File: src/rtl/glb_strm_g2f_sched_pkg.sv
// Shared definitions for the GLB stream schedulers: default sizing
// constants, the G2F scheduler state type and the in-flight counter sizing.
package glb_pkg;

    localparam int G2F_CGRA_PER_GLB = 4;
    localparam int G2F_DATA_WIDTH   = 16;
    localparam int G2F_ADDR_WIDTH   = 19;
    localparam int G2F_LOOP_WIDTH   = 16;
    localparam int G2F_RD_LATENCY   = 2;
    localparam int G2F_LAT_WIDTH    = 8;

    typedef enum logic [1:0] {
        G2F_IDLE  = 2'd0,
        G2F_DELAY = 2'd1,
        G2F_RUN   = 2'd2,
        G2F_DRAIN = 2'd3
    } g2f_state_e;

    // Enough headroom for every read that can be outstanding between grant
    // and return, plus one spare bit so a same-cycle grant/return never wraps.
    function automatic int inflight_width(input int rd_latency);
        return $clog2(rd_latency + 1) + 1;
    endfunction

endpackage

File: src/rtl/glb_strm_addr_gen.sv
// Two-level address walker: inner index i0 nested in outer index i1.
// Address is advanced with adders only (no multiply) and wraps modulo
// 2^ADDR_WIDTH. The pattern is latched on i_load; each i_step moves to the
// next point. o_last flags that the current point is the final one.
module glb_strm_addr_gen
    import glb_pkg::*;
#(
    parameter int ADDR_WIDTH = G2F_ADDR_WIDTH,
    parameter int LOOP_WIDTH = G2F_LOOP_WIDTH
) (
    input  logic                  clk,
    input  logic                  reset_n,
    input  logic                  i_load,
    input  logic [ADDR_WIDTH-1:0] i_start_addr,
    input  logic [ADDR_WIDTH-1:0] i_stride0,
    input  logic [ADDR_WIDTH-1:0] i_stride1,
    input  logic [LOOP_WIDTH-1:0] i_extent0,
    input  logic [LOOP_WIDTH-1:0] i_extent1,
    input  logic                  i_step,
    output logic [ADDR_WIDTH-1:0] o_addr,
    output logic                  o_last
);

    logic [ADDR_WIDTH-1:0] r_stride0;
    logic [ADDR_WIDTH-1:0] r_stride1;
    logic [LOOP_WIDTH-1:0] r_ext0_m1;
    logic [LOOP_WIDTH-1:0] r_ext1_m1;
    logic [LOOP_WIDTH-1:0] r_i0;
    logic [LOOP_WIDTH-1:0] r_i1;
    logic [ADDR_WIDTH-1:0] r_row_base;
    logic [ADDR_WIDTH-1:0] r_addr;

    logic                  w_inner_last;
    logic                  w_outer_last;
    logic [ADDR_WIDTH-1:0] w_next_row;

    assign w_inner_last = (r_i0 == r_ext0_m1);
    assign w_outer_last = (r_i1 == r_ext1_m1);
    // Start of the next outer row; the row base keeps inner-loop steps from
    // having to be undone when the inner index wraps.
    assign w_next_row   = r_row_base + r_stride1;

    assign o_addr = r_addr;
    assign o_last = w_inner_last && w_outer_last;

    // Latch the pattern on load, then walk it one point per step.
    always_ff @(posedge clk or negedge reset_n) begin
        if (!reset_n) begin
            r_stride0  <= '0;
            r_stride1  <= '0;
            r_ext0_m1  <= '0;
            r_ext1_m1  <= '0;
            r_i0       <= '0;
            r_i1       <= '0;
            r_row_base <= '0;
            r_addr     <= '0;
        end else if (i_load) begin
            r_stride0  <= i_stride0;
            r_stride1  <= i_stride1;
            r_ext0_m1  <= i_extent0 - LOOP_WIDTH'(1);
            r_ext1_m1  <= i_extent1 - LOOP_WIDTH'(1);
            r_i0       <= '0;
            r_i1       <= '0;
            r_row_base <= i_start_addr;
            r_addr     <= i_start_addr;
        end else if (i_step) begin
            if (w_inner_last) begin
                r_i0       <= '0;
                r_i1       <= r_i1 + LOOP_WIDTH'(1);
                r_row_base <= w_next_row;
                r_addr     <= w_next_row;
            end else begin
                r_i0   <= r_i0 + LOOP_WIDTH'(1);
                r_addr <= r_addr + r_stride0;
            end
        end
    end

endmodule

File: src/rtl/glb_strm_g2f_sched.sv
// Per-tile GLB-to-fabric stream scheduler. A start pulse launches a walk of
// the configured two-level pattern, reads go to the bank arbiter, returned
// words are registered onto the enabled fabric lanes, and a one-cycle
// interrupt marks the cycle after the final word.
module glb_strm_g2f_sched
    import glb_pkg::*;
#(
    parameter int CGRA_PER_GLB    = G2F_CGRA_PER_GLB,
    parameter int CGRA_DATA_WIDTH = G2F_DATA_WIDTH,
    parameter int ADDR_WIDTH      = G2F_ADDR_WIDTH,
    parameter int LOOP_WIDTH      = G2F_LOOP_WIDTH,
    parameter int RD_LATENCY      = G2F_RD_LATENCY
) (
    input  logic                                    clk,
    input  logic                                    reset_n,
    input  logic                                    cfg_en,
    input  logic [ADDR_WIDTH-1:0]                   cfg_start_addr,
    input  logic [ADDR_WIDTH-1:0]                   cfg_stride0,
    input  logic [ADDR_WIDTH-1:0]                   cfg_stride1,
    input  logic [LOOP_WIDTH-1:0]                   cfg_extent0,
    input  logic [LOOP_WIDTH-1:0]                   cfg_extent1,
    input  logic [7:0]                              cfg_start_latency,
    input  logic [CGRA_PER_GLB-1:0]                 cfg_lane_en,
    input  logic                                    strm_start_pulse,
    output logic                                    rd_req,
    output logic [ADDR_WIDTH-1:0]                   rd_addr,
    input  logic                                    rd_gnt,
    input  logic [CGRA_DATA_WIDTH-1:0]              rd_data,
    input  logic                                    rd_data_valid,
    output logic [CGRA_PER_GLB*CGRA_DATA_WIDTH-1:0] data_g2f,
    output logic [CGRA_PER_GLB-1:0]                 data_valid_g2f,
    output logic                                    strm_g2f_interrupt,
    output logic                                    busy
);

    localparam int INFL_W = inflight_width(RD_LATENCY);

    g2f_state_e                 r_state;
    g2f_state_e                 w_next_state;
    logic [7:0]                 r_dly_cnt;
    logic [CGRA_PER_GLB-1:0]    r_lane_en;
    logic [INFL_W-1:0]          r_infl;
    logic [CGRA_DATA_WIDTH-1:0] r_data;
    logic [CGRA_PER_GLB-1:0]    r_valid;
    logic                       r_irq;

    logic                       w_start;
    logic                       w_zero_ext;
    logic                       w_grant;
    logic                       w_accept;
    logic                       w_last;
    logic                       w_irq_set;
    logic [ADDR_WIDTH-1:0]      w_addr;

    assign w_start    = strm_start_pulse && cfg_en && (r_state == G2F_IDLE);
    assign w_zero_ext = (cfg_extent0 == '0) || (cfg_extent1 == '0);
    assign w_grant    = rd_req && rd_gnt;
    // Returns are only meaningful once this stream has issued reads; anything
    // arriving in IDLE/DELAY is left over from an aborted stream.
    assign w_accept   = rd_data_valid && ((r_state == G2F_RUN) || (r_state == G2F_DRAIN));

    assign rd_req             = (r_state == G2F_RUN);
    assign rd_addr            = w_addr;
    assign data_g2f           = {CGRA_PER_GLB{r_data}};
    assign data_valid_g2f     = r_valid;
    assign strm_g2f_interrupt = r_irq;
    assign busy               = (r_state != G2F_IDLE);

    glb_strm_addr_gen #(
        .ADDR_WIDTH (ADDR_WIDTH),
        .LOOP_WIDTH (LOOP_WIDTH)
    ) u_addr_gen (
        .clk          (clk),
        .reset_n      (reset_n),
        .i_load       (w_start),
        .i_start_addr (cfg_start_addr),
        .i_stride0    (cfg_stride0),
        .i_stride1    (cfg_stride1),
        .i_extent0    (cfg_extent0),
        .i_extent1    (cfg_extent1),
        .i_step       (w_grant),
        .o_addr       (w_addr),
        .o_last       (w_last)
    );

    // State register plus the registered completion pulse.
    always_ff @(posedge clk or negedge reset_n) begin
        if (!reset_n) begin
            r_state <= G2F_IDLE;
            r_irq   <= 1'b0;
        end else begin
            r_state <= w_next_state;
            r_irq   <= w_irq_set;
        end
    end

    // Next-state logic. A zero start latency skips DELAY so the first
    // request appears the cycle right after the pulse.
    always_comb begin
        w_next_state = r_state;
        w_irq_set    = 1'b0;
        case (r_state)
            G2F_IDLE: begin
                if (w_start) begin
                    if (w_zero_ext)
                        w_next_state = G2F_DRAIN;
                    else if (cfg_start_latency == 8'd0)
                        w_next_state = G2F_RUN;
                    else
                        w_next_state = G2F_DELAY;
                end
            end
            G2F_DELAY: begin
                if (r_dly_cnt == 8'd1)
                    w_next_state = G2F_RUN;
            end
            G2F_RUN: begin
                if (w_grant && w_last)
                    w_next_state = G2F_DRAIN;
            end
            G2F_DRAIN: begin
                // Counter reaching zero means the last word is being shown
                // on the output register this cycle; the pulse follows it.
                if (r_infl == '0) begin
                    w_next_state = G2F_IDLE;
                    w_irq_set    = 1'b1;
                end
            end
            default: w_next_state = G2F_IDLE;
        endcase
    end

    // Start-latency countdown and lane-enable shadow, captured at start.
    always_ff @(posedge clk or negedge reset_n) begin
        if (!reset_n) begin
            r_dly_cnt <= '0;
            r_lane_en <= '0;
        end else if (w_start) begin
            r_dly_cnt <= cfg_start_latency;
            r_lane_en <= cfg_lane_en;
        end else if (r_state == G2F_DELAY) begin
            r_dly_cnt <= r_dly_cnt - 8'd1;
        end
    end

    // Outstanding reads: +1 per grant, -1 per accepted return.
    always_ff @(posedge clk or negedge reset_n) begin
        if (!reset_n) begin
            r_infl <= '0;
        end else begin
            case ({w_grant, w_accept})
                2'b10:   r_infl <= r_infl + INFL_W'(1);
                2'b01:   r_infl <= r_infl - INFL_W'(1);
                default: r_infl <= r_infl;
            endcase
        end
    end

    // Output register: one word shared by all lanes, valid only on enabled lanes.
    always_ff @(posedge clk or negedge reset_n) begin
        if (!reset_n) begin
            r_data  <= '0;
            r_valid <= '0;
        end else begin
            r_valid <= {CGRA_PER_GLB{w_accept}} & r_lane_en;
            if (w_accept)
                r_data <= rd_data;
        end
    end

endmodule

File: config.mk
export PLATFORM = sky130hd
export DESIGN_NAME = glb_strm_g2f_sched
export DESIGN_NICKNAME = d
export VERILOG_FILES = /design/src/rtl/glb_strm_g2f_sched_pkg.sv /design/src/rtl/glb_strm_addr_gen.sv /design/src/rtl/glb_strm_g2f_sched.sv
export SDC_FILE = /design/constraint.sdc
export NUM_CORES = 1
export LEC_CHECK = 0
export CORE_ASPECT_RATIO = 1.1
export CORE_MARGIN = 3
export CORE_UTILIZATION = 30
export DETAILED_ROUTE_END_ITERATION = 6
export PLACE_DENSITY = 0.58
export SLEW_MARGIN = 0
export SYNTH_ARGS = -nofsm -noshare
export SYNTH_HDL_FRONTEND = slang
export SYNTH_SLANG_ARGS = --single-unit
File: constraint.sdc
create_clock -name clk -period 4.3 [get_ports clk]
set_input_delay 0.86 -clock clk [delete_from_list [all_inputs] [get_ports clk]]
set_output_delay 0.86 -clock clk [all_outputs]
set_load 0.05 [all_outputs]
==> run metrics, run 1 <==
# IOs=213; hold crit path type=reg -> reg; fmax=0.312 GHz; Sw Ratio=a little under half; I/O Buffers=212; Setup-failing EPs final=0; share of cells above drive strength 1=5.28%; TritonCTS clock tree=done; Area growth, synth to finish=27.7%; period utilization=74.5%; Tightest Pin Transition=812 ps; Avg WL per Cell=16.1 um; initial antenna violation count=1; wire length on met3=1.22 mm; routed vias/inst=4.88; Max Clock Skew=15.2 ps; vias in the first global route=8698; post-CTS sizing=0; CP Launch Type=flip-flop; CTS Buffer Depth=2; Worst-path clk slew=around 70 ps; Synth Area per Inst=9.00 um2; cell taking the most area after synthesis=dfrtp_1; WS Path Type=reg -> reg; top routing layer in use=met5; TNS Setup=0 ps; Seq. cell area=4450 um2; share of the synthesized area in the top cell type=42.5%; DRT Pass-1 Iters=5; first-pass GRT wire length=46.1 mm; asr flop ratio synth=100%; via count=8611; dominant delay contributor by cell family on the critical path=compound AO/OA/AOI/OAI gates; Max IR drop VDD=460 uV; H-tree Lvls=4; critical path buffer and inverter count=1; most frequent cell after synthesis=nand2_1; Fin. Hold Viols=0; Core Region=between 30000 and 40000 um2; clk_lat worst skew=~440 ps; crit-path cells=ha_1 -> inv_1 -> fa_1 -> nand2b_1 -> a21o_1 -> a211oi_1 -> o32a_1 -> a221oi_1 -> o211a_1 -> a311o_1 -> a31oi_1; total wire length=28.4 mm; met1 WL=about 13 mm; Cells after Synth=between 1000 and 1500; CTS buffer count=17; Pint=approximately 5.7 mW; synthesized cell area=10500 um2; routability congestion estimate=roughly 0.85; Max-slew headroom=45.4%; max incr delay on CP=roughly 490 ps; min Tclk post-route=3200 ps; RSZ-0062 raised after global routing=no; CP Data Required Time=4650 ps; number of synthesized flops with an enable pin=0; Max-Cap Viols=0; crit path capture type=flip-flop; r2r setup slk=approximately 1100 ps; Synth area leaders=dfrtp_1 (42%), nand2_1 (7.9%), ha_1 (5.7%); row cnt=71; #FFs+latches synth=178; Final nets=1488; Die ar.=37200 um2; multi-input logic area=roughly 5400 um2; CTS Root Cell=clkbuf_16; Starting Density=30.6%; Lkg Pwr=5.83 nW; Cell Pwr Density=802 nW/um2; HPWL after detailed placement=20.6 mm; Synth warnings=0; synth unique cells=60; final slew viol count=0; clock sink count=178; sequential fraction of the synthesis area=42.5%; status=finished clean; Final ANT Viol Nets=0; Crit Path Max Fanout=3; Post-CTS Repair Setup Buffers=0; clock share of power=between 10% and 20%; grt ovf=0; switching pwr=between 5 and 6 mW; pin count of the biggest net entering global routing=115; sequential power share=a little over a quarter; Die W=184 um; Mapped Nets=between 1000 and 1500; Initial DRC Count=480; Post-synth top cells=nand2_1 (220), dfrtp_1 (178), o21ai_0 (92); # diodes=0; Worst EP arrival=3550 ps; Hold-fix buffers, CTS=0; Worst path slowest cell=a211oi_1; Residual DRC=0; Vert. Die Dim=202 um; routed wl met2=13.4 mm; Comb pwr share=a little under three fifths; FILL cells=3467; Design Power=10.7 mW; Post-synth top flop=dfrtp_1; Total GRT Usage=between 15 and 20%
## placed cells by master, fill, tap and decap left out, types with 4 or more instances in the layout
| master | count |
|---|---|
| a211oi_1 | 8 |
| a21o_1 | 15 |
| a21oi_1 | 56 |
| a31oi_1 | 13 |
| and2_1 | 6 |
| and3_1 | 8 |
| buf_4 | 9 |
| bufinv_16 | 4 |
| clkbuf_16 | 17 |
| clkdlybuf4s50_1 | 211 |
| dfrtp_1 | 178 |
| ha_1 | 48 |
| inv_1 | 35 |
| inv_6 | 6 |
| mux2_2 | 20 |
| mux2i_1 | 20 |
| nand2_1 | 220 |
| nand2b_1 | 9 |
| nand3_1 | 25 |
| nand4_1 | 13 |
| nor2_1 | 79 |
| nor2b_1 | 4 |
| nor3_1 | 15 |
| nor4_1 | 12 |
| o211ai_1 | 9 |
| o21a_1 | 5 |
| o21ai_0 | 92 |
| o21bai_1 | 4 |
| or3_1 | 11 |
| or4_1 | 6 |
| xnor2_1 | 60 |
| xor2_1 | 58 |
## power by group through the flow
stage,Sequential (mW),Combinational (mW),Clock (mW)
floorplan,3.35,4.16,0
global placement,2.93,6.03,0
detailed placement,2.94,6.10,0
CTS,2.91,6.14,1.78
global route,3.00,6.67,1.85
finish,2.90,6.10,1.73
## final timing paths
kind                                           start                 endpoint  cells after the start
worst max-delay path            u_addr_gen.o_addr[0]    u_addr_gen.o_addr[18]                     11
worst min-delay path                       r_infl[2]                r_infl[2]                      1
worst max register to register  u_addr_gen.o_addr[0]    u_addr_gen.o_addr[18]                     11
worst min register to register             r_infl[2]                r_infl[2]                      1
max in group asynchronous                    reset_n       strm_g2f_interrupt                      2
min in group asynchronous                    reset_n  u_addr_gen.r_stride0[8]                      1
## worst register-to-register path, stage by stage, from the launching register on
cell      delay, ps
dfrtp_1         390
ha_1            190
inv_1            60
fa_1            390
nand2b_1        180
a21o_1          210
a211oi_1        490
o32a_1          340
a221oi_1        180
o211a_1         250
a311o_1         310
a31oi_1         140
## sequential cells by signal, indices dropped and copies added (netlist names)
signal	cells
u_addr_gen.r_i1	16
u_addr_gen.r_row_base	19
r_data	16
strm_g2f_interrupt	1
r_lane_en	4
u_addr_gen.r_stride1	19
u_addr_gen.r_stride0	19
u_addr_gen.o_addr	19
data_valid_g2f	4
r_dly_cnt	8
r_infl	3
r_state	2
u_addr_gen.r_i0	16
u_addr_gen.r_ext1_m1	16
u_addr_gen.r_ext0_m1	16
## metrics by stage
stage	setup slack (ps)	instance area, um2	cells	utilization, %	hold WS, ps
2_1_floorplan	1380	10500	1165	-	434
3_3_place_gp	1060	12700	1733	37.2	450
3_5_place_dp	1000	12700	1733	37.2	454
4_1_cts	1160	13400	1765	39.0	471
5_1_grt	883	13400	1765	39.0	491
6_report	1100	13400	1765	39.0	461
## kinds of logic after synthesis
logic type | synth area share (%)
fa+ha+maj | 6.30
flops | 42.5
buf+inv | 6.40
xor+xnor | 9.86
mux | 4.06
simple gates | 17.8
compound gates | 13.1
## layout make-up
class                      instances  area share, %
multi-input combinational        859           40.2
sequential                       178           33.3
timing repair buffer             223           16.7
tap                              438           4.09
clock buffer                      18           3.21
clock inverter                    14           1.60
inverter                          35          0.981
## routing by layer
layer | up-vias | GRT usage (%)
met1 | 4163 | 21.0
li1 | 4241 | -
met3 | 19 | 3.01
met2 | 186 | 25.2
met4 | 2 | 3.78
met5 | - | 0
(Power assumes the default switching activity.)
==> run 2, diff against run 1 <==
Clock period 4.3 ns to 3 ns, I/O delays scaled along.
==> run 2 against run 1 <==
Compared with the run above:
- die area unchanged
- utilization increased by 0.55 points
- routed wire length increased by 1.7%
- fmax increased by 13%
- sequential share of layout area decreased by 0.46 points
- clock skew increased by 1.2 ps
- flip-flop and latch count unchanged
- clock power increased by 34%
- setup slack got worse by 920 ps
- power increased by 44%
==> run metrics, run 2 (synthesized netlist as in run 1, its figures left out) <==
pin count of the biggest net entering global routing=116; I/O Buffers=212; share of cells above drive strength 1=7.46%; Design Power=approximately 15 mW; Crit Path Max Fanout=3; fin util=39.6%; crit path capture type=flip-flop; Vert. Die Dim=approximately 200 um; HPWL after detailed placement=around 21 mm; Pint=slightly above 8 mW; r2r setup slk=170 ps; total wire length=28.9 mm; row cnt=71; Worst R2R End=u_addr_gen.o_addr[18]; min Tclk post-route=2830 ps; most frequent cells in the layout=nand2_1 (220), clkdlybuf4s50_1 (211), dfrtp_1 (178), o21ai_0 (91), nor2_1 (79); DRT Pass-1 Iters=5; Hold-fix buffers, CTS=0; initial antenna violation count=0; Max-Cap Viols=0; TNS Setup=0 ps; H-tree Lvls=4; clock sink count=178; Critical R2R Launch=u_addr_gen.o_addr[0]; Worst-path clk slew=~70 ps; Starting Density=30.6%; Max Clock Skew=16.4 ps; Area growth, synth to finish=29.5%; CP Data Required Time=3360 ps; Sw Ratio=47.0%; CTS buffer count=17; first-pass GRT wire length=45.9 mm; routability congestion estimate=~0.86; Final nets=~1500; routed vias/inst=4.85; CTS Buffer Depth=2; Residual DRC=0; # diodes=0; hold crit path type=in -> async; Die W=184 um; status=finished clean; CP Launch Type=flip-flop; period utilization=a little over nine tenths; RSZ-0062 raised after global routing=no; WS Path Type=reg -> reg; Core Region=roughly 34000 um2; sequential power share=a little over a quarter; most common cell after layout, fill and taps aside=nand2_1; dpl cell area=approximately 13000 um2; Die ar.=37200 um2; Max IR drop VDD=601 uV; CTS Root Cell=clkbuf_16; fin area=13600 um2; Avg WL per Cell=between 15 and 20 um; Cell Pwr Density=1140 nW/um2; clk_lat worst skew=approximately 430 ps; Tightest Pin Transition=~660 ps; Setup-failing EPs final=0; Final ANT Viol Nets=0; final slew viol count=0; Total GRT Usage=around 15%; via count=8695; Comb pwr share=58.2%; fmax=0.354 GHz; Worst EP arrival=~3200 ps; Reg2Reg Depth=12; Fin. Hold Viols=0; clock share of power=15.0%; grt ovf=0; TritonCTS clock tree=done; vias in the first global route=between 8000 and 9000; switching pwr=7.28 mW; Initial DRC Count=approximately 400; # IOs=213; FILL cells=roughly 3400; Lkg Pwr=5.95 nW; Max-slew headroom=55.6%
run 2: power by group through the flow:
stage | sequential [mW] | clock (mW) | combinational (mW)
after floorplan | 4.80 | 0 | 5.97
after global placement | 4.17 | 0 | 8.84
after detailed placement | 4.19 | 0 | 8.97
after CTS | 4.15 | 2.39 | 9.01
after global routing | 4.28 | 2.49 | 9.85
final | 4.14 | 2.32 | 9.01
run 2: worst max-delay path: stages, from the launching register on:
cell and delay, ps:
dfrtp_1 390, ha_1 230, inv_1 70, fa_1 190, nand2b_1 140, a21o_1 200
a211oi_2 80, buf_4 150, o32a_1 350, a221oi_2 370, o21ai_0 130, a311o_1 320
a31oi_1 130
run 2: worst max-delay path by stage:
stage / startpoint / to / slack, ps / cells past startpoint
final: u_addr_gen.o_addr[0] / u_addr_gen.o_addr[18] / 170 / 12
after global routing: u_addr_gen.r_row_base[0] / u_addr_gen.o_addr[18] / 3 / 13
after CTS: u_addr_gen.o_addr[0] / u_addr_gen.o_addr[18] / 80 / 12
after detailed placement: cfg_extent1[5] / r_state[1] / 2 / 8
after global placement: cfg_extent1[5] / u_addr_gen.r_ext1_m1[15] / 20 / 9
after floorplan: u_addr_gen.o_addr[0] / u_addr_gen.o_addr[18] / 80 / 11
run 2: layer usage:
| layer | up-vias | track usage (%) | wire length, um |
|---|---|---|---|
| li1 | 4294 | - | - |
| met5 | - | 0 | 0 |
| met3 | 28 | 2.81 | 1110 |
| met2 | 196 | 25.5 | 13800 |
| met4 | 0 | 4.08 | 463 |
| met1 | 4177 | 21.0 | 13500 |
run 2: layout make-up:
cell class / count / area [um2] / share of cell area [%]
Clock buffer: 20 / 447 / 3.29
Timing Repair Buffer: 249 / 2440 / 18.0
Sequential cell: 178 / 4450 / 32.8
Multi-Input combinational cell: 859 / 5410 / 39.9
Inverter: 35 / 131 / 0.968
Tap cell: 438 / 548 / 4.04
Clock inverter: 12 / 146 / 1.08
run 2: per-stage QoR:
stage          worst slack, ps  hold slack (ps)  std cells
3_5_place_dp              2.25              450       1758
2_1_floorplan             80.5              304       1165
5_1_grt                   2.54             65.0       1791
3_3_place_gp              22.0              449       1758
4_1_cts                   77.1             53.4       1790
6_report                   174             61.9       1791
run 2: repair_timing:
item                       in CTS  in global routing
setup buffers                   0                  1
gates resized for setup         0                  7
setup endpoints to repair       0                  4
